==> config.mk <==
export PLATFORM = sky130hd
export DESIGN_NAME = stim_sequencer_flat
export DESIGN_NICKNAME = d
export VERILOG_FILES = /design/src/rtl/stim_seq_pkg.sv /design/src/rtl/stim_seq_if.sv /design/src/rtl/stim_lfsr.sv /design/src/rtl/stim_sequencer.sv /design/src/flat_wrapper.sv
export SDC_FILE = /design/constraint.sdc
export NUM_CORES = 1
export LEC_CHECK = 0
export CELL_PAD_IN_SITES_DETAIL_PLACEMENT = 0
export CELL_PAD_IN_SITES_GLOBAL_PLACEMENT = 1
export CORE_ASPECT_RATIO = 1.4
export CORE_MARGIN = 10
export CORE_UTILIZATION = 32
export DETAILED_ROUTE_END_ITERATION = 8
export PLACE_DENSITY_LB_ADDON = 0.1
export SLEW_MARGIN = 30
export SYNTH_ARGS = -nofsm -noshare
export SYNTH_HDL_FRONTEND = slang
export SYNTH_SLANG_ARGS = --single-unit
==> constraint.sdc <==
create_clock -name clock -period 1.5 [get_ports clock]
set_input_delay 0.375 -clock clock [delete_from_list [all_inputs] [get_ports clock]]
set_output_delay 0.375 -clock clock [all_outputs]
set_load 0.01 [all_outputs]
==> src/rtl/stim_seq_pkg.sv <==
// stim_seq_pkg: shared state enum, default operand pattern and LFSR tap masks for stim_sequencer
package stim_seq_pkg;
  typedef enum logic [2:0] {IDLE, LOAD, START, WAIT, DONE} state_e;
  localparam logic [31:0] PATTERN_DEF = 32'h5555_5555;
  function automatic logic [31:0] lfsr_mask(input int w);
    return w == 8 ? 32'h0000_00B8 : w == 16 ? 32'h0000_B400 : 32'h8020_0003;
  endfunction
endpackage

==> src/rtl/stim_seq_if.sv <==
// stim_seq_if: run/handshake/status bundle between stim_sequencer (master) and its user (slave)
interface stim_seq_if #(parameter int WIDTH = 8, parameter int LENGTH = 6);
  localparam int CW = $clog2(LENGTH + 1);
  logic run, ready, start, busy, done;
  logic [WIDTH-1:0] result, x, result_xor;
  logic [CW-1:0] vec_count, timeout_count;
  modport master (input run, ready, result, output start, x, busy, done, vec_count, timeout_count, result_xor);
  modport slave (output run, ready, result, input start, x, busy, done, vec_count, timeout_count, result_xor);
endinterface

==> src/rtl/stim_lfsr.sv <==
// stim_lfsr: WIDTH-bit right-shifting Galois LFSR; nxt is the state after one step
module stim_lfsr import stim_seq_pkg::*; #(
  parameter int WIDTH = 8,
  parameter logic [WIDTH-1:0] SEED = WIDTH'(1)
) (
  input  logic             clock,
  input  logic             reset,
  input  logic             load,
  input  logic             step,
  output logic [WIDTH-1:0] nxt
);
  localparam logic [WIDTH-1:0] MASK = WIDTH'(lfsr_mask(WIDTH));
  logic [WIDTH-1:0] lfsr_q, lfsr_d;
  always_comb begin
    nxt = (lfsr_q >> 1) ^ (lfsr_q[0] ? MASK : '0);
    lfsr_d = load ? SEED : step ? nxt : lfsr_q;
  end
  always_ff @(posedge clock) lfsr_q <= reset ? SEED : lfsr_d;
endmodule

==> src/rtl/stim_sequencer.sv <==
// stim_sequencer: batch operand/start/ready sequencer with timeout and checksum; STIM_SEQ_LFSR_EN selects LFSR operands
module stim_sequencer import stim_seq_pkg::*; #(
  parameter int WIDTH = 8,
  parameter int LENGTH = 6,
  parameter int TIMEOUT = 16,
  parameter logic [WIDTH-1:0] PATTERN = PATTERN_DEF[WIDTH-1:0],
  parameter logic [WIDTH-1:0] SEED = WIDTH'(1)
) (
  input logic        clock,
  input logic        reset,
  stim_seq_if.master io
);
  localparam int CW = $clog2(LENGTH + 1);
  localparam int TW = $clog2(TIMEOUT);
  state_e state_q, state_d;
  logic [TW-1:0] wait_q, wait_d;
  logic [WIDTH-1:0] x_q, x_d, xor_q, xor_d, gen_val;
  logic [CW-1:0] vec_q, vec_d, to_q, to_d;
  logic gen_load, gen_step, hit, tmo;
`ifdef STIM_SEQ_LFSR_EN
  stim_lfsr #(.WIDTH(WIDTH), .SEED(SEED)) u_lfsr (
    .clock(clock), .reset(reset), .load(gen_load), .step(gen_step), .nxt(gen_val)
  );
`else
  logic [WIDTH-1:0] pat_q, pat_d;
  assign gen_val = pat_q;
  always_comb pat_d = gen_load ? PATTERN : gen_step ? {pat_q[WIDTH-2:0], pat_q[WIDTH-1]} : pat_q;
  always_ff @(posedge clock) pat_q <= reset ? PATTERN : pat_d;
`endif
  // ready is a level, so the first WAIT cycle may still see the previous vector's ready
  assign hit = state_q == WAIT && io.ready && wait_q != '0;
  assign tmo = state_q == WAIT && !hit && wait_q == TW'(TIMEOUT - 1);
  always_comb begin
    state_d = state_q;
    wait_d = wait_q;
    x_d = x_q;
    vec_d = vec_q;
    to_d = to_q;
    xor_d = xor_q;
    gen_load = 1'b0;
    gen_step = 1'b0;
    case (state_q)
      IDLE: if (io.run) begin
        vec_d = '0;
        to_d = '0;
        xor_d = '0;
        gen_load = 1'b1;
        state_d = LOAD;
      end
      LOAD: begin
        x_d = gen_val;
        gen_step = 1'b1;
        state_d = START;
      end
      START: begin
        wait_d = '0;
        state_d = WAIT;
      end
      WAIT: begin
        wait_d = wait_q + 1'b1;
        xor_d = hit ? xor_q ^ io.result : xor_q;
        vec_d = (hit || tmo) ? vec_q + 1'b1 : vec_q;
        to_d = to_q + CW'(tmo);
        state_d = (hit || tmo) ? ((int'(vec_q) + 1 < LENGTH) ? LOAD : DONE) : WAIT;
      end
      default: state_d = IDLE;
    endcase
  end
  always_ff @(posedge clock) begin
    if (reset) begin
      state_q <= IDLE;
      wait_q <= '0;
      x_q <= '0;
      vec_q <= '0;
      to_q <= '0;
      xor_q <= '0;
    end else begin
      state_q <= state_d;
      wait_q <= wait_d;
      x_q <= x_d;
      vec_q <= vec_d;
      to_q <= to_d;
      xor_q <= xor_d;
    end
  end
  assign io.start = state_q == START;
  assign io.busy = state_q != IDLE;
  assign io.done = state_q == DONE;
  assign io.x = x_q;
  assign io.vec_count = vec_q;
  assign io.timeout_count = to_q;
  assign io.result_xor = xor_q;
endmodule

==> src/flat_wrapper.sv <==
// flat-port wrapper written by rule: the top's interface ports become plain ports
module stim_sequencer_flat import stim_seq_pkg::*;
#(
  parameter int WIDTH = 8,
  parameter int LENGTH = 6,
  parameter int TIMEOUT = 16,
  parameter logic [WIDTH-1:0] PATTERN = PATTERN_DEF[WIDTH-1:0],
  parameter logic [WIDTH-1:0] SEED = WIDTH'(1)
)
  (clock, reset, io_run, io_ready, io_result, io_start, io_x, io_busy, io_done, io_vec_count, io_timeout_count, io_result_xor);
  stim_seq_if #(.WIDTH(WIDTH), .LENGTH(LENGTH)) io_i ();
  input logic clock;
  input logic reset;
  input wire logic [$bits(io_i.run)-1:0] io_run;
  input wire logic [$bits(io_i.ready)-1:0] io_ready;
  input wire logic [$bits(io_i.result)-1:0] io_result;
  output wire logic [$bits(io_i.start)-1:0] io_start;
  output wire logic [$bits(io_i.x)-1:0] io_x;
  output wire logic [$bits(io_i.busy)-1:0] io_busy;
  output wire logic [$bits(io_i.done)-1:0] io_done;
  output wire logic [$bits(io_i.vec_count)-1:0] io_vec_count;
  output wire logic [$bits(io_i.timeout_count)-1:0] io_timeout_count;
  output wire logic [$bits(io_i.result_xor)-1:0] io_result_xor;
  assign io_i.run = io_run;
  assign io_i.ready = io_ready;
  assign io_i.result = io_result;
  assign io_start = io_i.start;
  assign io_x = io_i.x;
  assign io_busy = io_i.busy;
  assign io_done = io_i.done;
  assign io_vec_count = io_i.vec_count;
  assign io_timeout_count = io_i.timeout_count;
  assign io_result_xor = io_i.result_xor;
  stim_sequencer #(.WIDTH(WIDTH), .LENGTH(LENGTH), .TIMEOUT(TIMEOUT), .PATTERN(PATTERN), .SEED(SEED)) u_core (.clock(clock), .reset(reset), .io(io_i));
endmodule
==> impl_metrics.py, run 1 <==
metrics = {
    "critical_path": {
        "slowest_stage": "or3b_4",
        "r2r-start": "u_core.wait_q[0]$_SDFFE_PP0P_",
        "critPathKind": "reg -> reg",
        "crit_path_start_kind": "register",
        "arrival_ns": 1.75,
        "crit_fanout": 3,
        "cp_top_family": "simple AND/OR/NAND/NOR gates",
        "cpPeakStageDelay_ns": 0.39,
        "cp.buffers_inverters": 2,
        "crit_chain": "inv_2 -> ha_4 -> or3b_4 -> o211ai_1 -> buf_4 -> a21oi_2 -> o32ai_2",
        "critPathRequiredTime_ns": 1.70,
        "cp-end-kind": "register",
        "startpoint": "u_core.wait_q[0]$_SDFFE_PP0P_",
    },
    "grt": {
        "gr-usage-met2_pct": 20.8,
        "antenna_found_initial": 0,
        "grt_pass1_vias": 1579,
        "grt_overflow_total": 0,
        "grt_max_degree": 17,
        "grt_use_met1_pct": 11.0,
        "grt_util_all_layers_pct": 11.2,
        "grt_use_met3_pct": 4.24,
        "grt_busiest_layer": "met2",
        "grt_pass1_wl_mm": 7.33,
    },
    "timing": {
        "rsz0062_at_grt": "yes",
        "worstMarginPinSlew_ns": 0.299,
        "fin_crit_sh_pct": 104,
        "fin_ws_ns": -0.0533,
        "fmax_ghz": 0.644,
        "min_period_ns": 1.55,
        "final-hold-violation-count": 0,
        "skew_ns": 0.00650,
        "whs_ns": 0.451,
        "finalSetupViolCount": 4,
        "relSlewSlack_pct": 80.0,
        "maxSlewViolCount": 0,
    },
    "run_status": {
        "outcome": "finished, violations left",
        "violations": "setup timing",
    },
    "run": {
        "drv_cap": 0,
    },
    "layout": {
        "regArea_sq_um": 752,
        "area_growth_pct": 45.7,
        "fill_cells": 512,
        "drive_above_1_share_pct": 24.3,
        "multiInputGateArea_sq_um": 820,
        "antennaDiodeCount": 0,
        "fin_nets": 263,
    },
    "cts": {
        "cts_root_buffer": "clkbuf_8",
        "cts_hold_buf": 0,
        "cts_buffers": 5,
        "insertion_delay_ns": 0.29,
        "cts_sinks": 37,
        "htree_levels": 2,
        "clk_path_buf_depth": 2,
        "cts_tree": "built",
        "clk_pin_slew_ns": 0.07,
    },
    "synthesis": {
        "avgSynthCellArea_sq_um": 8.54,
        "synth_area_sq_um": 1590,
        "synth_edf_count": 0,
        "synth_top_area_share_pct": 46.7,
        "synth_warnings": 0,
        "async_reset_ff_share_pct": 0,
        "syn_inst": 186,
        "synth_common_cells": "dfxtp_1 (37), nand2_1 (31), nor2_1 (20)",
        "syn_nets": 203,
        "ys_top_cells_by_area": "dfxtp_1 (47%), nand2_1 (7.3%), a21oi_1 (5.7%)",
        "ys.flop_type": "dfxtp_1",
        "synth_seq_area_share_pct": 46.7,
        "synth_top_cell_by_area": "dfxtp_1",
        "synth_cell_types": 36,
        "yosysMostFrequentCell": "dfxtp_1",
        "ys_ff_latch": 37,
    },
    "die": {
        "die_width_microns": 79.5,
        "dieArea_sq_um": 8220,
        "io_pins": 37,
        "start_util_pct": 32.8,
        "std_cell_rows": 30,
        "core_area_sq_um": 4840,
        "die_y_microns": 103,
    },
    "place": {
        "pre_cts_ws_ns": -0.384,
        "gp_congestion": 0.749,
        "hpwlAfterDp_mm": 3.26,
        "io_buffers": 36,
    },
    "routing": {
        "vias_per_cell": 4.81,
        "detail-route-antenna-nets": 0,
        "remaining_drc_errors": 0,
        "dr.first_iter.drc_count": 54,
        "dr.pass1.iters": 4,
        "routed_wl_mm": 4.24,
        "post_drt_wl_per_cell_microns": 13.6,
        "vias": 1496,
    },
    "hold_path": {
        "min-delay-start": "u_core.io.x[5]$_SDFFE_PP0P_",
        "hold_path_class": "reg -> reg",
    },
    "pwr": {
        "vdd_drop_max_v": 0.000356,
        "power.leakage_uw": 0.00104,
        "powerDensity_nw_per_um2": 863,
    },
}
-- report_power, final --
group | switching [uW] | internal (uW)
clock | 350 | 322
sequential | 22.9 | 1020
combinational | 143 | 143
total | 516 | 1480
-- final timing paths --
| path | endpoint | slack (ns) | cells after the start |
|---|---|---|---|
| worst max-delay path | u_core.io.vec_count[1]$_SDFFE_PP0P_ | -0.05 | 7 |
| worst min-delay path | u_core.io.x[5]$_SDFFE_PP0P_ | 0.45 | 2 |
| worst max register to register | u_core.io.vec_count[1]$_SDFFE_PP0P_ | -0.05 | 7 |
| worst min register to register | u_core.io.x[5]$_SDFFE_PP0P_ | 0.45 | 2 |
-- worst min-delay path, delay by kind of cell (launching register included) --
| kind | cells | cell delay (ns) |
|---|---|---|
| AOI/OAI and AO/OA | 1 | 0.05 |
| DFF | 1 | 0.31 |
| and+or+nand+nor | 1 | 0.05 |
-- routing by layer --
metal	up-vias	share of wire (%)
met2	28	53
met3	6	6.8
met5	-	0
met1	714	39
met4	0	1.3
li1	748	-
-- metrics by stage --
step | area (sq um) | TNS [ns] | total power [uW] | util, % | instances
5_1_grt | 2310 | -1.35 | 2120 | 47.8 | 311
6_report | 2310 | -0.120 | 2000 | 47.8 | 311
3_3_place_gp | 2180 | -3.45 | 1330 | 45.1 | 300
2_1_floorplan | 1600 | -0.0371 | 1190 | - | 186
4_1_cts | 2270 | -0.358 | 2020 | 47.0 | 310
3_5_place_dp | 2180 | -3.56 | 1340 | 45.1 | 300
-- placed cells by master (no fill, tap or decap), drive strengths merged, types with 2 or more instances in the layout --
master,netlist,final
a22oi,2,2
nor2,20,20
ha,5,5
clkdlybuf4s50,0,9
nand3,5,5
clkinv,0,2
a21o,5,5
nor3,2,2
nand2,31,31
nor2b,2,2
dfxtp,37,37
a21oi,18,18
nand2b,3,3
clkbuf,5,7
inv,6,6
o21ai,2,2
dlygate4sd2,0,23
o211ai,2,2
xor2,9,9
nand4,8,8
buf,7,31
or3b,2,2
-- flip-flops by register name, summed over array words and instances (netlist names) --
register,cells
u_core.io.x,8
u_core.wait_q,4
u_core.io.timeout_count,3
u_core.io.result_xor,8
u_core.state_q,3
u_core.io.vec_count,3
u_core.gen_val,8
-- cell families (layout without fill, tap and decap cells) --
kind of cell | Yosys count | count (layout) | synth area share (%)
AND/OR/NAND/NOR | 82 | 82 | 24.5
flip-flops | 37 | 37 | 46.7
AO/OA/AOI/OAI | 35 | 35 | 14.6
buffers and inverters | 18 | 79 | 5.36
XOR/XNOR | 9 | 9 | 4.96
adder cells (fa/ha/maj) | 5 | 5 | 3.94
-- area by class of cell --
| type | count | area share [%] |
|---|---|---|
| Multi-Input combinational cell | 131 | 35.4 |
| Sequential cell | 37 | 32.5 |
| Timing Repair Buffer | 65 | 24.1 |
| Tap cell | 64 | 3.46 |
| Clock buffer | 6 | 3.14 |
| Inverter | 6 | 0.973 |
| Clock inverter | 2 | 0.433 |
-- what timing repair did --
item | in CTS | in global routing
pin swaps | 8 | 19
setup endpoints to repair | 40 | 18
gates resized for setup | 42 | 11
buffers inserted | 2 | 1
(Power assumes the default switching activity.)
==> inputs of run 2 (changes only) <==
--- a/config.mk
+++ b/config.mk
@@ -16,3 +16,4 @@
 export SYNTH_ARGS = -nofsm -noshare
 export SYNTH_HDL_FRONTEND = slang
 export SYNTH_SLANG_ARGS = --single-unit
+export TNS_END_PERCENT = 20
==> run 2 against run 1 <==
The run still ends with setup timing left. Routed wire length fell by 3.2%. Via count is 2.5% lower. First-iteration DRC count is 22% lower. Register-to-register slack worse by 0.02 ns. Critical path type unchanged.
==> impl_metrics.py, run 2 (synthesis gave the netlist of run 1 again) <==
metrics = {
    "die": {
        "start_util_pct": 32.8,
        "io_pins": 37,
        "dieArea_sq_um": 8220,
        "die_y_microns": 103,
        "die_width_microns": 79.5,
        "core_area_sq_um": 4840,
        "std_cell_rows": 30,
    },
    "run_status": {
        "outcome": "finished, violations left",
        "violations": "setup timing",
    },
    "place": {
        "gp_congestion": 0.757,
        "hpwlAfterDp_mm": 3.14,
        "io_buffers": 36,
        "placed_cell_area_sq_um": 2170,
    },
    "timing": {
        "skew_ns": 0.00651,
        "final-hold-violation-count": 0,
        "fin_ws_ns": -0.0761,
        "fmax_ghz": 0.634,
        "relSlewSlack_pct": 79.8,
        "maxSlewViolCount": 0,
        "min_period_ns": 1.58,
        "fin_crit_sh_pct": 105,
        "worstMarginPinSlew_ns": 0.302,
        "rsz0062_at_grt": "yes",
        "finalSetupViolCount": 3,
    },
    "layout": {
        "fin_nets": 262,
        "drive_above_1_share_pct": 23.2,
        "antennaDiodeCount": 0,
        "layout_common_cells": "dfxtp_1 (32), nand2_1 (31), buf_4 (27)",
        "fin_area_sq_um": 2340,
        "final_common_cell": "dfxtp_1",
        "fill_cells": 516,
        "area_growth_pct": 47.6,
    },
    "grt": {
        "grt_overflow_total": 0,
        "grt_pass1_wl_mm": 7.17,
        "grt_pass1_vias": 1612,
        "grt_util_all_layers_pct": 10.8,
        "grt_max_degree": 17,
        "antenna_found_initial": 0,
    },
    "routing": {
        "remaining_drc_errors": 0,
        "routed_wl_mm": 4.10,
        "dr.pass1.iters": 4,
        "vias_per_cell": 4.71,
        "detail-route-antenna-nets": 0,
        "dr.first_iter.drc_count": 42,
        "post_drt_wl_per_cell_microns": 13.2,
        "vias": 1459,
    },
    "critical_path": {
        "ff2ff_path_depth": 7,
        "arrival_ns": 1.76,
        "cp-end-kind": "register",
        "crit_path_start_kind": "register",
        "critPathKind": "reg -> reg",
        "critPathRequiredTime_ns": 1.68,
        "crit_fanout": 3,
    },
    "pwr": {
        "vdd_drop_max_v": 0.000550,
        "powerDensity_nw_per_um2": 1000,
        "power.leakage_uw": 0.00104,
        "post-layout-total-power_uw": 2350,
    },
    "cts": {
        "cts_root_buffer": "clkbuf_8",
        "cts_tree": "built",
        "cts_buffers": 5,
        "cts_hold_buf": 0,
        "clk_path_buf_depth": 2,
        "htree_levels": 2,
        "cts_sinks": 37,
        "insertion_delay_ns": 0.29,
        "clk_pin_slew_ns": 0.08,
    },
    "run": {
        "drv_cap": 0,
    },
    "hold_path": {
        "hold_path_class": "reg -> reg",
        "holdPathStages": 2,
    },
}
run 2: metrics by stage:
stage	util [%]	setup TNS, ns	hold slack [ns]	worst slack, ns	cells
floorplan	-	-0.0739	0.437	-0.0337	186
global placement	44.9	-2.68	0.443	-0.341	300
detailed placement	44.9	-3.02	0.447	-0.378	300
CTS	48.4	-0.229	0.456	-0.0829	310
global route	48.4	-1.46	0.478	-0.153	310
finish	48.4	-0.182	0.453	-0.0761	310
run 2: what timing repair did:
| item | CTS | global route |
|---|---|---|
| buffers inserted | 2 | 0 |
| endpoints found under the setup margin | 40 | 18 |
| resized for setup | 50 | 1 |
| cloned | 0 | 0 |
| pin swaps | 3 | 6 |
| endpoints found under the hold margin | 0 | 0 |
run 2: layout make-up:
class	instances	area, sq um	share of cell area [%]
multi-input cells	131	808	34.5
flip-flops and latches	37	749	32.0
repair buffers	64	546	23.3
well taps	64	80.1	3.42
clock buffers	5	68.8	2.94
clock inverters	3	68.8	2.94
inverters	6	22.5	0.961
run 2: path summary, 6_finish.rpt:
path,from,endpoint,slack (ns)
setup reg to reg,u_core.wait_q[0]$_SDFFE_PP0P_,u_core.io.vec_count[2]$_SDFFE_PP0P_,-0.08
hold / removal,u_core.io.x[2]$_SDFFE_PP0P_,u_core.io.x[2]$_SDFFE_PP0P_,0.45
hold reg to reg,u_core.io.x[2]$_SDFFE_PP0P_,u_core.io.x[2]$_SDFFE_PP0P_,0.45
setup / recovery,u_core.wait_q[0]$_SDFFE_PP0P_,u_core.io.vec_count[2]$_SDFFE_PP0P_,-0.08
run 2: critical path, cell delays in order (launching register included):
cell,delay (ns)
dfxtp_2,0.33
inv_2,0.07
ha_4,0.13
or3b_4,0.38
o211ai_1,0.13
buf_4,0.17
nor2_2,0.04
a41o_1,0.21
run 2: routing by layer:
layer	vias to the layer above	GRT usage [%]	part of all wire [%]
met5	-	0	0
met4	0	4.15	1.1
met3	4	3.89	5.6
met2	25	19.6	53
met1	675	10.9	40
li1	755	-	-
run 2: power by group:
group	switching (uW)	total, uW	leakage (uW)	internal, uW
clock network	365	1030	0.0000687	669
registers	20.6	1040	0.000303	1020
logic	140	274	0.000665	135
==> inputs of run 3 (changes only) <==
--- a/config.mk
+++ b/config.mk
@@ -12,6 +12,7 @@
 export CORE_UTILIZATION = 32
 export DETAILED_ROUTE_END_ITERATION = 8
 export PLACE_DENSITY_LB_ADDON = 0.1
+export RECOVER_POWER = 50
 export SLEW_MARGIN = 30
 export SYNTH_ARGS = -nofsm -noshare
 export SYNTH_HDL_FRONTEND = slang
==> results of run 3 <==
No change in the layout: final DEF, timing and power equal those of run 2.
